### config.mk
export PLATFORM = sky130hd
export DESIGN_NAME = bcd_scan_counter
export DESIGN_NICKNAME = d
export VERILOG_FILES = /design/src/rtl/bcd_scan_counter.sv
export SDC_FILE = /design/constraint.sdc
export NUM_CORES = 1
export LEC_CHECK = 0
export ABC_AREA = 1
export CAP_MARGIN = 20
export CORE_ASPECT_RATIO = 0.75
export CORE_MARGIN = 2
export CORE_UTILIZATION = 40
export DETAILED_ROUTE_END_ITERATION = 10
export GPL_ROUTABILITY_DRIVEN = 0
export HOLD_SLACK_MARGIN = 0.05
export SYNTH_ARGS = -nofsm -noshare
export SYNTH_HDL_FRONTEND = slang
export SYNTH_SLANG_ARGS = --single-unit
### constraint.sdc
create_clock -name clk -period 2.03 [get_ports clk]
set_input_delay 0.5075 -clock clk [delete_from_list [all_inputs] [get_ports clk]]
set_output_delay 0.5075 -clock clk [all_outputs]
set_load 0.02 [all_outputs]
### src/rtl/bcd_scan_counter.sv
// rtl/bcd_scan_counter.sv - 4-digit BCD up/down counter with multiplexed display scan
// Feeds one digit at a time to a BCD-to-7-segment decoder, with optional leading-zero blanking.
module bcd_scan_counter #(
   parameter int SCAN_DIV = 16
) (
   input  logic        clk,
   input  logic        rst,
   input  logic        en,
   input  logic        up,
   input  logic        load,
   input  logic [15:0] load_val,
   input  logic        lzb,
   output logic [15:0] count,
   output logic [3:0]  bcd,
   output logic [3:0]  digit_sel,
   output logic        carry
);

   localparam logic [15:0] DIV_LAST = 16'(SCAN_DIV - 1);

   logic [15:0] count_q, count_d;
   logic        carry_q, carry_d;
   logic [15:0] div_q;
   logic [1:0]  scan_idx;
   logic        ripple;
   logic [3:0]  digit;
   logic [3:0]  blank;

   // Ripple all four digits in one cycle; a carry/borrow out of thousands is a wrap.
   always_comb begin
      count_d = count_q;
      carry_d = 1'b0;
      ripple  = 1'b0;
      digit   = 4'd0;
      if (load) begin
         for (int i = 0; i < 4; i++) begin
            count_d[4*i +: 4] = (load_val[4*i +: 4] > 4'd9) ? 4'd0 : load_val[4*i +: 4];
         end
      end else if (en) begin
         ripple = 1'b1;
         for (int i = 0; i < 4; i++) begin
            digit = count_q[4*i +: 4];
            if (ripple) begin
               if (up) begin
                  if (digit == 4'd9) begin
                     count_d[4*i +: 4] = 4'd0;
                  end else begin
                     count_d[4*i +: 4] = digit + 4'd1;
                     ripple = 1'b0;
                  end
               end else begin
                  if (digit == 4'd0) begin
                     count_d[4*i +: 4] = 4'd9;
                  end else begin
                     count_d[4*i +: 4] = digit - 4'd1;
                     ripple = 1'b0;
                  end
               end
            end
         end
         carry_d = ripple;
      end
   end

   always_ff @(posedge clk) begin
      if (rst) begin
         count_q  <= 16'd0;
         carry_q  <= 1'b0;
         div_q    <= 16'd0;
         scan_idx <= 2'd0;
      end else begin
         count_q <= count_d;
         carry_q <= carry_d;
         if (div_q == DIV_LAST) begin
            div_q    <= 16'd0;
            scan_idx <= scan_idx + 2'd1;
         end else begin
            div_q <= div_q + 16'd1;
         end
      end
   end

   // A digit is blankable when it and everything above it are zero; units never is.
   assign blank[3] = (count_q[15:12] == 4'd0);
   assign blank[2] = blank[3] && (count_q[11:8] == 4'd0);
   assign blank[1] = blank[2] && (count_q[7:4] == 4'd0);
   assign blank[0] = 1'b0;

   always_comb begin
      bcd = count_q[3:0];
      case (scan_idx)
         2'd0: bcd = count_q[3:0];
         2'd1: bcd = count_q[7:4];
         2'd2: bcd = count_q[11:8];
         2'd3: bcd = count_q[15:12];
         default: bcd = count_q[3:0];
      endcase
   end

   always_comb begin
      digit_sel = 4'b0001 << scan_idx;
      if (lzb && blank[scan_idx]) begin
         digit_sel = 4'b0000;
      end
   end

   assign count = count_q;
   assign carry = carry_q;

endmodule

==> run metrics, run 1 <==
number of flops mapped to enable cells by yosys=0; Clock Tree Buf Depth=2; crit path DAT=roughly 1.5 ns; pre-CTS setup slack=-0.316 ns; Final Power=roughly 2000 uW; Reg power frac=0.367; number of global-route vias before repair=~2600; Final Slew Violations=0; largest net degree at the start of global routing=24; DRC viols=0; Slew headroom=0.742; via count=approximately 2900; grt total ovfl=0; fin util=0.609; drt pass-1 iters=6; Critical Setup Path Class=reg -> out; synthesized area per cell=between 6 and 7 um2; first-pass GRT wire length=12600 um; clk sinks=35; share of cells above drive strength 1=0.216; crit share post-route=1.00; crit path max fanout=5; part of the power in combinational logic=0.296; Synth Flop Type=dfxtp_1; Mapped Cells=~410; largest family of logic cells by synthesized area=simple AND/OR/NAND/NOR gates; Clock Latency Late Sink=0.29 ns; Critical Path End Type=output port; Hold Crit Class=reg -> reg; NetSw=637 uW; crit path capture=bcd[3]; post-DP HPWL=~5700 um; PD cells=about 560 nW/um2; Filler Cell Count=roughly 570; fin cells=between 500 and 600; #FFs+latches synth=35; Port-buffer cells=46; crit path from=scan_idx[0]$_SDFFE_PP0N_; simple-gate share of the synthesized area=0.393; area grow syn2layout=44.1%; fin nets=527; Synth Area in XOR/XNOR=0.0210; I/O pin total=47; Worst IR Drop VDD=between 0.3 and 0.4 mV; Clock Power Share=0.337; P_int=around 1400 uW; share of flip-flops with an asynchronous set or reset=0; final hold vios=0; failing checks=negative setup slack; Hold Buf Count CTS=0; switching share of power=0.316; DR WL/cell=13.1 um; Chip Height=just over 70 um; status=complete, but fails checks; R2R depth=9; die width=95.3 um; H-tree levels=2; leakage=0.00157 uW; Antenna Nets Post-Route=0; dpl cells=568; fin crit period=just over 2 ns; CTS tree=built; mux contribution to synthesized area=0; Worst R2R Start=div_q[0]$_SDFF_PP0_; clock root cell=clkbuf_8; unique cell type count in the Yosys netlist=36; FP Rows=24; final setup margin=-0.00351 ns; post-route clock skew=between 0.006 and 0.007 ns; # setup viols final=1; actual slew at the worst max-slew pin=0.383 ns; RR Endpoint=div_q[14]$_SDFF_PP0_; WL final=between 7000 and 8000 um; RSZ-0062 raised after global routing=yes; Core Area=5920 um2; FMAX=0.492 GHz; post-synthesis adder-cell area fraction=0.0250; initial antenna violation count=0; worst endpoint required time=1.52 ns; number of DRC markers in iteration 0=137; die area=6910 um2; Total GRT Usage=0.232; Synth Area in Compound Gates=0.178; Synth Net Count=~440; total of max-cap violations=0; setup TNS=-0.00351 ns; CP Launch Type=flip-flop; Reg2Reg Setup Slack=around 0.31 ns; Reg clk slew, reported paths=around 0.08 ns; Initial Util=0.423; sequential-to-total area share from yosys stat=0.280; # diodes=0; Cell Area, Synth=~2500 um2; via/cell ratio=5.09; CTS buffer count=5; YS warnings=0
==> final cells by class <==
cell class	count	area [um2]	share of cell area
Tap cell	78	97.6	0.0271
Clock buffer	6	82.6	0.0229
Inverter	55	219	0.0607
Multi-Input combinational cell	311	1650	0.457
Clock inverter	2	35.0	0.00972
Timing Repair Buffer	92	815	0.226
Sequential cell	35	708	0.196
==> critical path, cell delays in order, from the launching register on <==
cell and delay, ns:
dfxtp_4 0.42, inv_6 0.06, ha_4 0.16, inv_4 0.07, buf_6 0.10, o22ai_4 0.05
a211oi_2 0.14, a21oi_1 0.07, buf_4 0.16
==> per-stage QoR <==
stage,hold WS (ns),area (um2)
floorplan,0.413,2500
global placement,0.426,3350
detailed placement,0.438,3350
CTS,0.449,3520
global route,0.470,3600
finish,0.439,3600
==> Yosys cell counts, drive strengths merged (3+ instances only) <==
library cell,count,share of area
a211oi,5,0.015
a21oi,35,0.071
a31oi,3,0.0075
buf,6,0.016
clkbuf,4,0.0060
dfxtp,35,0.28
ha,5,0.025
inv,55,0.083
nand2,97,0.16
nand3,38,0.078
nand4,7,0.017
nor2,62,0.10
nor3,11,0.022
o211ai,4,0.012
o21ai,26,0.052
o22ai,4,0.010
or2,3,0.0075
xor2,5,0.017
==> flip-flops by register name, summed over array words and instances (netlist names) <==
name / cells
scan_idx: 2
count: 16
div_q: 16
carry: 1
==> worst min-delay path by stage <==
stage | start | to | cells past startpoint
after CTS | div_q[0]$_SDFF_PP0_ | div_q[0]$_SDFF_PP0_ | 1
final | div_q[0]$_SDFF_PP0_ | div_q[0]$_SDFF_PP0_ | 1
after global routing | div_q[0]$_SDFF_PP0_ | div_q[0]$_SDFF_PP0_ | 1
after global placement | div_q[0]$_SDFF_PP0_ | div_q[0]$_SDFF_PP0_ | 1
after floorplan | div_q[0]$_SDFF_PP0_ | div_q[0]$_SDFF_PP0_ | 1
after detailed placement | div_q[0]$_SDFF_PP0_ | div_q[0]$_SDFF_PP0_ | 1
==> layer usage <==
| layer | global-route usage | vias to the layer above | share of wire |
|---|---|---|---|
| li1 | - | 1530 | - |
| met1 | 0.360 | 1284 | 0.50 |
| met2 | 0.332 | 117 | 0.41 |
| met3 | 0.0384 | 14 | 0.078 |
| met4 | 0.0515 | 0 | 0.013 |
| met5 | 0 | - | 0 |
==> kinds of logic after synthesis <==
group / Yosys count
simple gates: 220
compound gates: 80
buf+inv: 65
flops: 35
xor+xnor: 6
fa+ha+maj: 5
==> power by group through the flow <==
stage          logic, uW  registers [uW]  clock network [uW]
3_3_place_gp         579             754                   0
2_1_floorplan        273             801                   0
3_5_place_dp         578             755                   0
4_1_cts              581             738                 689
6_report             595             739                 679
5_1_grt              660             743                 715
==> what timing repair did <==
item | in CTS | in global routing
pin swaps | 1 | 3
setup buffers | 1 | 2
resized for setup | 53 | 17
endpoints found under the setup margin | 8 | 8
==> cells in the final DEF, fill, tap and decap left out, types with 3 or more instances in the layout <==
master / count
nand2_1: 90
o21ai_1: 5
buf_2: 3
o21ai_0: 20
clkdlybuf4s50_1: 37
nand2_4: 3
clkbuf_8: 6
xor2_1: 5
nor2_4: 3
a21oi_1: 32
dfxtp_1: 33
nor2_2: 6
nand4_1: 7
o211ai_1: 4
nand3_1: 37
a21oi_2: 3
nor3_1: 11
buf_4: 46
ha_4: 4
inv_2: 10
nand2_2: 4
a211oi_2: 3
nor2_1: 53
inv_4: 3
inv_1: 41
a31oi_1: 3
No activity file was read; power rests on OpenSTA's default activity.
==> run 2, diff against run 1 <==
- TNS_END_PERCENT: default -> 30
==> run 2 against run 1 <==
Against the previous run:
- worst hold slack barely moved
- critical path type unchanged
- sequential power hardly changed
- routed wire length increased by 0.45%
- the flow still finishes with violations (negative setup slack)
- critical endpoint is now bcd[2]
- utilization increased by 0.49 points
==> run metrics, run 2 (synthesis results as in run 1) <==
Total GRT Usage=0.230 (-0.00171); share of cells above drive strength 1=0.225 (+0.00908); Worst R2R Start=div_q[0]$_SDFF_PP0_; Critical Path End Type=output port; die width=95.3 um (unchanged); crit share post-route=1.01 (+0.00699); Chip Height=72.5 um (unchanged); worst hold stages=1 (unchanged); I/O pin total=47 (unchanged); Placed Area=3350 um2 (unchanged); area occupied by multi-input gates=1640 um2 (-0.23%); most common cell after layout, fill and taps aside=nand2_1; PD cells=554 nW/um2 (-0.87%); status=complete, but fails checks; die area=6910 um2 (unchanged); largest net degree at the start of global routing=24 (unchanged); Reg2Reg Setup Slack=0.32 ns (about the same); Clock Tree Buf Depth=2 (unchanged); Hold Crit Class=reg -> reg; Port-buffer cells=46 (unchanged); Clock Latency Late Sink=0.29 ns (about the same); Filler Cell Count=573 (+0.88%); DRC viols=0 (unchanged); drt pass-1 iters=5 (-1); FMAX=0.488 GHz (-0.69%); Antenna Nets Post-Route=0 (unchanged); min-delay src=div_q[0]$_SDFF_PP0_; fin nets=529 (+0.38%); final hold vios=0 (unchanged); RSZ-0062 raised after global routing=yes; RR Endpoint=div_q[14]$_SDFF_PP0_; WL final=7600 um (+0.45%); fin crit period=2.05 ns (+0.0142 ns); setup TNS=-0.0177 ns (-0.0142 ns); WHS Endpoint=div_q[0]$_SDFF_PP0_; # diodes=0 (unchanged); number of global-route vias before repair=2554 (+0.039%); most frequent cells in the layout=nand2_1, nor2_1, buf_4, inv_1, nand3_1; Slew headroom=0.752 (+0.00986); Core Area=5920 um2 (unchanged); Reg clk slew, reported paths=0.08 ns (about the same); post-DP HPWL=5720 um (unchanged); CTS buffer count=5 (unchanged); clk sinks=35 (unchanged); actual slew at the worst max-slew pin=0.369 ns (-0.0146 ns); via/cell ratio=5.07 (-0.28%); # setup viols final=1 (unchanged); Worst IR Drop VDD=0.333 mV (-0.40%); crit path DAT=1.54 ns (about the same); first-pass GRT wire length=12500 um (-0.66%); total of max-cap violations=0 (unchanged); Critical Setup Path Class=reg -> out; worst endpoint required time=1.52 ns (about the same); FP Rows=24 (unchanged); failing checks=negative setup slack; H-tree levels=2 (unchanged); area grow syn2layout=45.2%; via count=2947 (+0.068%); number of DRC markers in iteration 0=172 (+26%); R2R depth=9 (unchanged); register area=708 um2 (unchanged); DR WL/cell=13.1 um (+0.10%); CTS tree=built; Design Area, Final=3630 um2 (+0.80%); leakage=0.00161 uW (+2.3%); crit path max fanout=4 (-1); clock root cell=clkbuf_8; grt total ovfl=0 (unchanged); initial antenna violation count=0 (unchanged); final setup margin=-0.0177 ns (-0.0142 ns); Initial Util=0.423 (unchanged); CP Launch Type=flip-flop; post-route clock skew=0.00380 ns (-0.00239 ns); Final Slew Violations=0 (unchanged)
run 2: cell types whose count changed in the layout (fill, tap and decap cells not counted), sizes merged:
cell           previous run  this run
clkdlybuf4s50            37        36
dlymetal6s2s              1         2
dlygate4sd2               1         0
buf                      53        56
run 2: where the power goes:
group | leakage (uW) | switching [uW] | internal (uW)
logic | 0.00126 | 333 | 264
clock network | 0.0000612 | 279 | 398
registers | 0.000288 | 24.2 | 715
total | 0.00161 | 636 | 1380
run 2: worst max path at each step:
| stage | depth (start not counted) | end | from |
|---|---|---|---|
| floorplan | 5 | bcd[3] | scan_idx[0]$_SDFFE_PP0N_ |
| global placement | 5 | digit_sel[1] | lzb |
| global route | 6 | bcd[2] | scan_idx[0]$_SDFFE_PP0N_ |
| CTS | 7 | bcd[0] | scan_idx[1]$_SDFFE_PP0N_ |
| detailed placement | 5 | digit_sel[2] | lzb |
| finish | 6 | bcd[2] | scan_idx[0]$_SDFFE_PP0N_ |
run 2: timing repair:
action                                  4_1_cts  5_1_grt
resized for setup                            45       29
endpoints found under the setup margin        8        9
pin swaps                                     1        8
setup buffers                                 1        4
hold buffers                                  0        0
run 2: routing by layer:
metal / vias up / wire length [um] / GRT usage
li1: 1533 / - / -
met1: 1306 / 3890 / 0.358
met3: 7 / 503 / 0.0384
met5: - / 0 / 0
met2: 101 / 3130 / 0.329
met4: 0 / 73 / 0.0515
run 2: through the flow:
stage | utilization | hold slack (ns) | worst slack [ns] | cells | total power [uW]
floorplan | - | 0.413 | 0.120 | 411 | 1070
global placement | 0.567 | 0.426 | -0.309 | 568 | 1330
detailed placement | 0.567 | 0.438 | -0.316 | 568 | 1330
CTS | 0.597 | 0.449 | -0.132 | 577 | 2010
global route | 0.614 | 0.470 | -0.0748 | 581 | 2120
finish | 0.614 | 0.439 | -0.0177 | 581 | 2010
run 2: cell type report:
class,count,area share
inverter,55,0.0603
sequential,35,0.195
timing repair buffer,94,0.233
clock buffer,6,0.0227
clock inverter,2,0.00964
multi-input combinational,311,0.452
tap,78,0.0269
run 2: worst max-delay path: stages (launching register included):
cell and delay (ns):
dfxtp_4 0.40, ha_2 0.22, inv_4 0.06, o22ai_2 0.19, a211oi_2 0.07, a21oi_2 0.17
buf_6 0.15
